==> src/rtl/coin_pkg.sv <==
// Shared definitions for the coin input stage: event codes and default parameters.
package coin_pkg;

  typedef enum logic [1:0] {
    COIN_NONE = 2'b00,
    COIN_A    = 2'b01,
    COIN_B    = 2'b10
  } coin_code_t;

  localparam int DEB_CYCLES_DEF = 4;
  localparam int FIFO_DEPTH_DEF = 4;
  localparam int MAX_PULSE_DEF  = 64;

  // Debounce counter width covers the full legal DEB_CYCLES range (2..15).
  localparam int DEB_CNT_W = 4;

  function automatic coin_code_t coin_of(input logic take_a);
    coin_code_t code;
    if (take_a) begin
      code = COIN_A;
    end else begin
      code = COIN_B;
    end
    return code;
  endfunction

endpackage

==> src/rtl/coin_debounce.sv <==
// One sensor channel: 2-flop synchronizer, debounce counter, stable level and rise pulse.
// With COIN_JAM_EN defined, a pulse-length counter flags a stuck-high sensor.
module coin_debounce
  import coin_pkg::*;
#(
  parameter int DEB_CYCLES = DEB_CYCLES_DEF
`ifdef COIN_JAM_EN
  ,
  parameter int MAX_PULSE  = MAX_PULSE_DEF
`endif
) (
  input  logic clk,
  input  logic rst,
  input  logic raw,
`ifdef COIN_JAM_EN
  output logic stable,
  output logic jam_hit,
`endif
  output logic rise
);

  localparam logic [DEB_CNT_W-1:0] DEB_LAST = DEB_CNT_W'(DEB_CYCLES - 1);

  logic [1:0]           sync_r;
  logic                 stable_r;
  logic [DEB_CNT_W-1:0] cnt_r;
  logic                 flip_s;

  // Two-stage synchronizer for the asynchronous sensor line.
  always_ff @(negedge clk or negedge rst) begin
    if (!rst) begin
      sync_r <= 2'b00;
    end else begin
      sync_r <= {sync_r[0], raw};
    end
  end

  // The level flips on the DEB_CYCLES-th consecutive disagreeing sample.
  assign flip_s = (sync_r[1] != stable_r) && (cnt_r == DEB_LAST);

  // Debounce counter and accepted level.
  always_ff @(negedge clk or negedge rst) begin
    if (!rst) begin
      stable_r <= 1'b0;
      cnt_r    <= {DEB_CNT_W{1'b0}};
    end else if (sync_r[1] == stable_r) begin
      cnt_r    <= {DEB_CNT_W{1'b0}};
    end else if (flip_s) begin
      stable_r <= sync_r[1];
      cnt_r    <= {DEB_CNT_W{1'b0}};
    end else begin
      cnt_r    <= cnt_r + DEB_CNT_W'(1);
    end
  end

`ifdef COIN_JAM_EN
  localparam int            PW         = $clog2(MAX_PULSE + 1);
  localparam logic [PW-1:0] PULSE_MAX  = PW'(MAX_PULSE);
  localparam logic [PW-1:0] PULSE_LAST = PW'(MAX_PULSE - 1);

  logic [PW-1:0] pulse_cnt_r;
  logic          stuck_r;

  assign jam_hit = stable_r && (pulse_cnt_r == PULSE_LAST);
  assign stable  = stable_r;
  assign rise    = flip_s && sync_r[1] && !stuck_r;

  // Pulse-length counter saturates at MAX_PULSE; stuck holds until the level drops.
  always_ff @(negedge clk or negedge rst) begin
    if (!rst) begin
      pulse_cnt_r <= {PW{1'b0}};
      stuck_r     <= 1'b0;
    end else if (!stable_r) begin
      pulse_cnt_r <= {PW{1'b0}};
      stuck_r     <= 1'b0;
    end else begin
      if (pulse_cnt_r != PULSE_MAX) begin
        pulse_cnt_r <= pulse_cnt_r + PW'(1);
      end
      if (jam_hit) begin
        stuck_r <= 1'b1;
      end
    end
  end
`else
  assign rise = flip_s && sync_r[1];
`endif

endmodule

==> src/rtl/coin_front.sv <==
// Coin input stage: two debounced sensor channels, per-channel pending flags and an event FIFO.
// Optional jam detection is built when the COIN_JAM_EN macro is defined.
module coin_front
  import coin_pkg::*;
#(
  parameter int DEB_CYCLES = DEB_CYCLES_DEF,
  parameter int FIFO_DEPTH = FIFO_DEPTH_DEF,
  parameter int MAX_PULSE  = MAX_PULSE_DEF
) (
  input  logic                        clk,
  input  logic                        rst,
  input  logic                        coin_a_raw,
  input  logic                        coin_b_raw,
  input  logic                        coin_ready,
  output logic                        coin_valid,
  output logic [1:0]                  coin_code,
  output logic [$clog2(FIFO_DEPTH):0] coin_count,
  output logic                        overflow,
  output logic                        jam
);

  localparam int            AW       = $clog2(FIFO_DEPTH);
  localparam int            CW       = AW + 1;
  localparam logic [CW-1:0] FULL_CNT = CW'(FIFO_DEPTH);

  logic          rise_a_s, rise_b_s;
  logic          pend_a_r, pend_b_r;
  logic [1:0]    mem_r [FIFO_DEPTH];
  logic [AW-1:0] wr_ptr_r, rd_ptr_r;
  logic [CW-1:0] count_r;
  logic          overflow_r;

  logic          pop_s, room_s, wr_a_s, wr_b_s, push_s, drop_s;
  coin_code_t    wr_code_s;

`ifdef COIN_JAM_EN
  logic stable_a_s, stable_b_s, hit_a_s, hit_b_s, jam_r;

  coin_debounce #(.DEB_CYCLES(DEB_CYCLES), .MAX_PULSE(MAX_PULSE)) u_deb_a (
    .clk(clk), .rst(rst), .raw(coin_a_raw),
    .stable(stable_a_s), .jam_hit(hit_a_s), .rise(rise_a_s)
  );
  coin_debounce #(.DEB_CYCLES(DEB_CYCLES), .MAX_PULSE(MAX_PULSE)) u_deb_b (
    .clk(clk), .rst(rst), .raw(coin_b_raw),
    .stable(stable_b_s), .jam_hit(hit_b_s), .rise(rise_b_s)
  );

  // Jam is raised by either channel and released only once both levels are low.
  always_ff @(negedge clk or negedge rst) begin
    if (!rst) begin
      jam_r <= 1'b0;
    end else if (!stable_a_s && !stable_b_s) begin
      jam_r <= 1'b0;
    end else if (hit_a_s || hit_b_s) begin
      jam_r <= 1'b1;
    end
  end

  assign jam = jam_r;
`else
  coin_debounce #(.DEB_CYCLES(DEB_CYCLES)) u_deb_a (
    .clk(clk), .rst(rst), .raw(coin_a_raw), .rise(rise_a_s)
  );
  coin_debounce #(.DEB_CYCLES(DEB_CYCLES)) u_deb_b (
    .clk(clk), .rst(rst), .raw(coin_b_raw), .rise(rise_b_s)
  );

  assign jam = 1'b0;
`endif

  // Write arbitration: A before B; a full FIFO still accepts when it is popped this cycle.
  always_comb begin
    pop_s  = (count_r != {CW{1'b0}}) && coin_ready;
    room_s = (count_r != FULL_CNT) || pop_s;
    wr_a_s = 1'b0;
    wr_b_s = 1'b0;
    if (room_s && pend_a_r) begin
      wr_a_s = 1'b1;
    end else if (room_s && pend_b_r) begin
      wr_b_s = 1'b1;
    end else begin
      wr_a_s = 1'b0;
      wr_b_s = 1'b0;
    end
    push_s    = wr_a_s || wr_b_s;
    wr_code_s = coin_of(wr_a_s);
    drop_s    = (rise_a_s && pend_a_r && !wr_a_s) || (rise_b_s && pend_b_r && !wr_b_s);
  end

  // Pending flags and sticky overflow; a flag freed this cycle can take a new event.
  always_ff @(negedge clk or negedge rst) begin
    if (!rst) begin
      pend_a_r   <= 1'b0;
      pend_b_r   <= 1'b0;
      overflow_r <= 1'b0;
    end else begin
      pend_a_r   <= (pend_a_r && !wr_a_s) || rise_a_s;
      pend_b_r   <= (pend_b_r && !wr_b_s) || rise_b_s;
      overflow_r <= overflow_r || drop_s;
    end
  end

  // FIFO pointers and occupancy; pointers wrap naturally at the power-of-two depth.
  always_ff @(negedge clk or negedge rst) begin
    if (!rst) begin
      wr_ptr_r <= {AW{1'b0}};
      rd_ptr_r <= {AW{1'b0}};
      count_r  <= {CW{1'b0}};
    end else begin
      if (push_s) begin
        wr_ptr_r <= wr_ptr_r + AW'(1);
      end
      if (pop_s) begin
        rd_ptr_r <= rd_ptr_r + AW'(1);
      end
      case ({push_s, pop_s})
        2'b10:   count_r <= count_r + CW'(1);
        2'b01:   count_r <= count_r - CW'(1);
        default: count_r <= count_r;
      endcase
    end
  end

  // FIFO storage.
  always_ff @(negedge clk or negedge rst) begin
    if (!rst) begin
      for (int i = 0; i < FIFO_DEPTH; i++) begin
        mem_r[i] <= COIN_NONE;
      end
    end else if (push_s) begin
      mem_r[wr_ptr_r] <= wr_code_s;
    end
  end

  // Head of queue, forced to COIN_NONE while empty.
  always_comb begin
    if (count_r != {CW{1'b0}}) begin
      coin_code = mem_r[rd_ptr_r];
    end else begin
      coin_code = COIN_NONE;
    end
  end

  assign coin_valid = (count_r != {CW{1'b0}});
  assign coin_count = count_r;
  assign overflow   = overflow_r;

endmodule

==> config.mk <==
export PLATFORM = sky130hd
export DESIGN_NAME = coin_front
export DESIGN_NICKNAME = d
export VERILOG_FILES = /design/src/rtl/coin_pkg.sv /design/src/rtl/coin_debounce.sv /design/src/rtl/coin_front.sv
export SDC_FILE = /design/constraint.sdc
export NUM_CORES = 1
export LEC_CHECK = 0
export ABC_CLOCK_PERIOD_IN_PS = 3100
export CORE_MARGIN = 3
export CORE_UTILIZATION = 35
export CTS_CLUSTER_DIAMETER = 80
export DETAILED_ROUTE_END_ITERATION = 8
export HOLD_SLACK_MARGIN = 0.05
export SLEW_MARGIN = 20
export SYNTH_ARGS = -nofsm -noshare
export SYNTH_HDL_FRONTEND = slang
export SYNTH_SLANG_ARGS = --single-unit
==> constraint.sdc <==
create_clock -name clk -period 3.1 [get_ports clk]
set_clock_uncertainty 0.2 [all_clocks]
set_input_delay 0.31 -clock clk [delete_from_list [all_inputs] [get_ports clk]]
set_output_delay 0.31 -clock clk [all_outputs]
set_load 0.01 [all_outputs]
==> flow_summary.ini <==
[power_and_ir_drop]
p_leak_nw = 0.938
power_mw = 1.72
p_per_area_nw_per_um2 = 863
ir_drop_mv = 0.407

[placement]
routabilityCongestion = 0.773
io_buffers = 11
dpl.hpwl_um = 1870

[route]
vias_per_cell = 4.77
drtPass1Iterations = 6
drc = 0
antenna_left = 0
drt_iter0_markers = 41
vias = 982
wl_per_cell_um = 12.7
drt_wl_total_um = 2620

[clocking]
cts-root-buf = clkbuf_8
cts.sink_count = 32
cts_tree = done
cts_hold_buffers = 0
htree_levels = 2
path_clk_slew_ps = 40
cts_buffers = 5
clock_latency_ps = 290
cts.path.max_buffers = 2

[timing]
rsz0062_at_grt = yes
slew_viol_final = 0
slew_headroom_pct = 58.8
hold_violations = 0
setup-violations-final = 5
setup_slack_ps = -532
max_slew.worst_pin.slew_ps = 617

[floorplanning]
initial_core_util_pct = 37.3
die_w_um = 72.0
dieArea_sq_um = 5180
die_y_um = 72.0
core_sq_um = 4090
rows = 23
num_io_pins = 13

[worst_setup_path]
reg2reg_to = coin_count[2]
path_common_cell = buf_6
cp-start-kind = flop
arrival_ps = 3120
end_kind = output pin
required_ps = 2590
slowest_delay_ps = 480
r2r_setup_slack_ps = 640
crit_end = coin_code[0]
r2r_cells = 10
slowest_stage = mux4_2
setup.worst_path.class = reg -> out
rr_startpoint = coin_count[1]
cp_max_fo = 2
startpoint = rd_ptr_r[0]
path_cells = buf_6, mux4_2, and2_4, buf_6

[synth]
ys_ff_latch = 32
synth_xor_area_share_pct = 5.75
syn_inst = 117
ys_top_cells_by_count = 32 x dfrtn_1, 9 x inv_1, 7 x ha_1
synth_warnings = 0
synth-simple-area-share_pct = 15.9
yosysTopAreaCellShare_pct = 52.6
synth_top_cell_by_area = dfrtn_1
yosys-top-cells-area = dfrtn_1 53%, ha_1 5.8%, mux2_4 3.9%, nand3_4 3.5%, mux4_2 3.0%
synth_fa_ha_area_share_pct = 7.07
synth-main-ff-cell = dfrtn_1
synth_area_per_cell_sq_um = 13.0
synth_top_family_by_area = simple AND/OR/NAND/NOR gates
synth-compound-area-share_pct = 2.96
synthMuxAreaShare_pct = 11.8
syn-cell-area_sq_um = 1520
yosysSeqAreaShare_pct = 52.6
synth-edff-count = 0
yosysMostFrequentCell = dfrtn_1
async_flop_share_pct = 100
synthDistinctLibCells = 36
synth_nets = 130

[global_route]
grt-ovfl-total = 0
antenna_found_initial = 0
grtUsageTotal_pct = 12.3
grt_pass1_vias = 1068
grt_pass1_wl_um = 4930
grt_max_degree = 33

[outcome]
status = finished with violations
violations = setup timing

[final_layout]
fin_util_pct = 48.8
area_growth_pct = 31.1
drive_gt1_share_pct = 37.2
diodes = 0
nNetsFinal = 168

[flow_run]
cap_violations = 0

[min_path]
hp-class = reg -> reg
state kept, by name (all words and copies together) (netlist names):
signal / flops
wr_ptr_r: 2
u_deb_b.stable_r: 1
u_deb_b.cnt_r: 4
coin_count: 3
pend_a_r: 1
u_deb_a.cnt_r: 4
overflow: 1
mem_r: 8
u_deb_b.sync_r: 2
pend_b_r: 1
u_deb_a.sync_r: 2
u_deb_a.stable_r: 1
rd_ptr_r: 2
worst min path at each step:
| stage | cells after the start | to | start | slack, ps |
|---|---|---|---|---|
| 2_1_floorplan | 0 | u_deb_a.sync_r[1] | u_deb_a.sync_r[0] | 90 |
| 3_3_place_gp | 0 | u_deb_a.sync_r[1] | u_deb_a.sync_r[0] | 90 |
| 3_5_place_dp | 0 | u_deb_b.sync_r[1] | u_deb_b.sync_r[0] | 100 |
| 4_1_cts | 0 | u_deb_b.sync_r[1] | u_deb_b.sync_r[0] | 100 |
| 5_1_grt | 0 | u_deb_b.sync_r[1] | u_deb_b.sync_r[0] | 110 |
| 6_report | 0 | u_deb_a.sync_r[1] | u_deb_a.sync_r[0] | 100 |
worst max-delay path: cells and delay by family, from the launching register on:
kind,cells,cell delay (ps)
DFF,1,440
and+or+nand+nor,1,150
muxes,1,480
buffers and inverters,2,220
where the power goes:
| part | total, mW | internal (mW) | switching [mW] |
|---|---|---|---|
| sequential | 0.629 | 0.543 | 0.0859 |
| clock | 0.328 | 0.180 | 0.148 |
| combinational | 0.765 | 0.461 | 0.304 |
| total | 1.72 | 1.18 | 0.538 |
kinds of logic (layout without fill, tap and decap cells):
| family | Yosys count | after routing |
|---|---|---|
| AOI/OAI and AO/OA | 6 | 6 |
| xor gates and xnor gates | 10 | 10 |
| adders and majority gates | 8 | 8 |
| buffers and inverters | 12 | 51 |
| DFF | 32 | 32 |
| muxes | 13 | 13 |
| other | 1 | 1 |
| and+or+nand+nor | 35 | 35 |
through the flow:
| stage | std cells | cell area, sq um | TNS [ps] | hold slack (ps) | worst slack (ps) |
|---|---|---|---|---|---|
| after floorplan | 117 | 1550 | -2090 | 91.7 | -660 |
| after global placement | 194 | 1850 | -9870 | 93.9 | -966 |
| after detailed placement | 194 | 1850 | -10040 | 102 | -1000 |
| after CTS | 206 | 2000 | -2090 | 101 | -539 |
| after global routing | 206 | 2000 | -2060 | 112 | -593 |
| final | 206 | 2000 | -1820 | 97.2 | -532 |
layout make-up:
| cell class | count | area [sq um] |
|---|---|---|
| Timing Repair Buffer | 34 | 314 |
| Inverter | 9 | 33.8 |
| Multi-Input combinational cell | 73 | 691 |
| Sequential cell | 32 | 801 |
| Clock inverter | 1 | 7.51 |
| Fill cell | 359 | 2090 |
| Tap cell | 50 | 62.6 |
| Clock buffer | 7 | 86.3 |
per-layer routing:
metal	vias up	global-route usage (%)	wire length [um]
met4	0	3.13	8
met5	-	0	0
met2	19	20.5	1330
li1	471	-	-
met3	2	5.40	77
met1	490	14.6	1200
cells in the final DEF (no fill, tap or decap), types with 2 or more instances in the layout:
master	Yosys	routed
clkdlybuf4s50_1	0	3
mux4_2	2	2
buf_6	1	10
nand3b_1	2	2
mux2i_1	4	4
clkbuf_8	0	6
nand2_1	5	5
nor2_1	4	4
nand3_1	4	4
mux2_4	4	4
xor2_1	5	5
nor3b_1	2	2
inv_1	9	8
xnor2_1	5	5
buf_4	1	19
nor2b_1	3	3
and2_4	0	2
nor3_1	2	2
nand3_4	3	3
dfrtn_1	32	32
ha_1	7	6
mux2_2	3	3
what timing repair did:
item,4_1_cts,5_1_grt
gates resized for setup,39,2
setup endpoints to repair,21,12
pin swaps,10,8
setup buffers,4,4
gates cloned,0,0
Power figures use the tool's default switching activity.
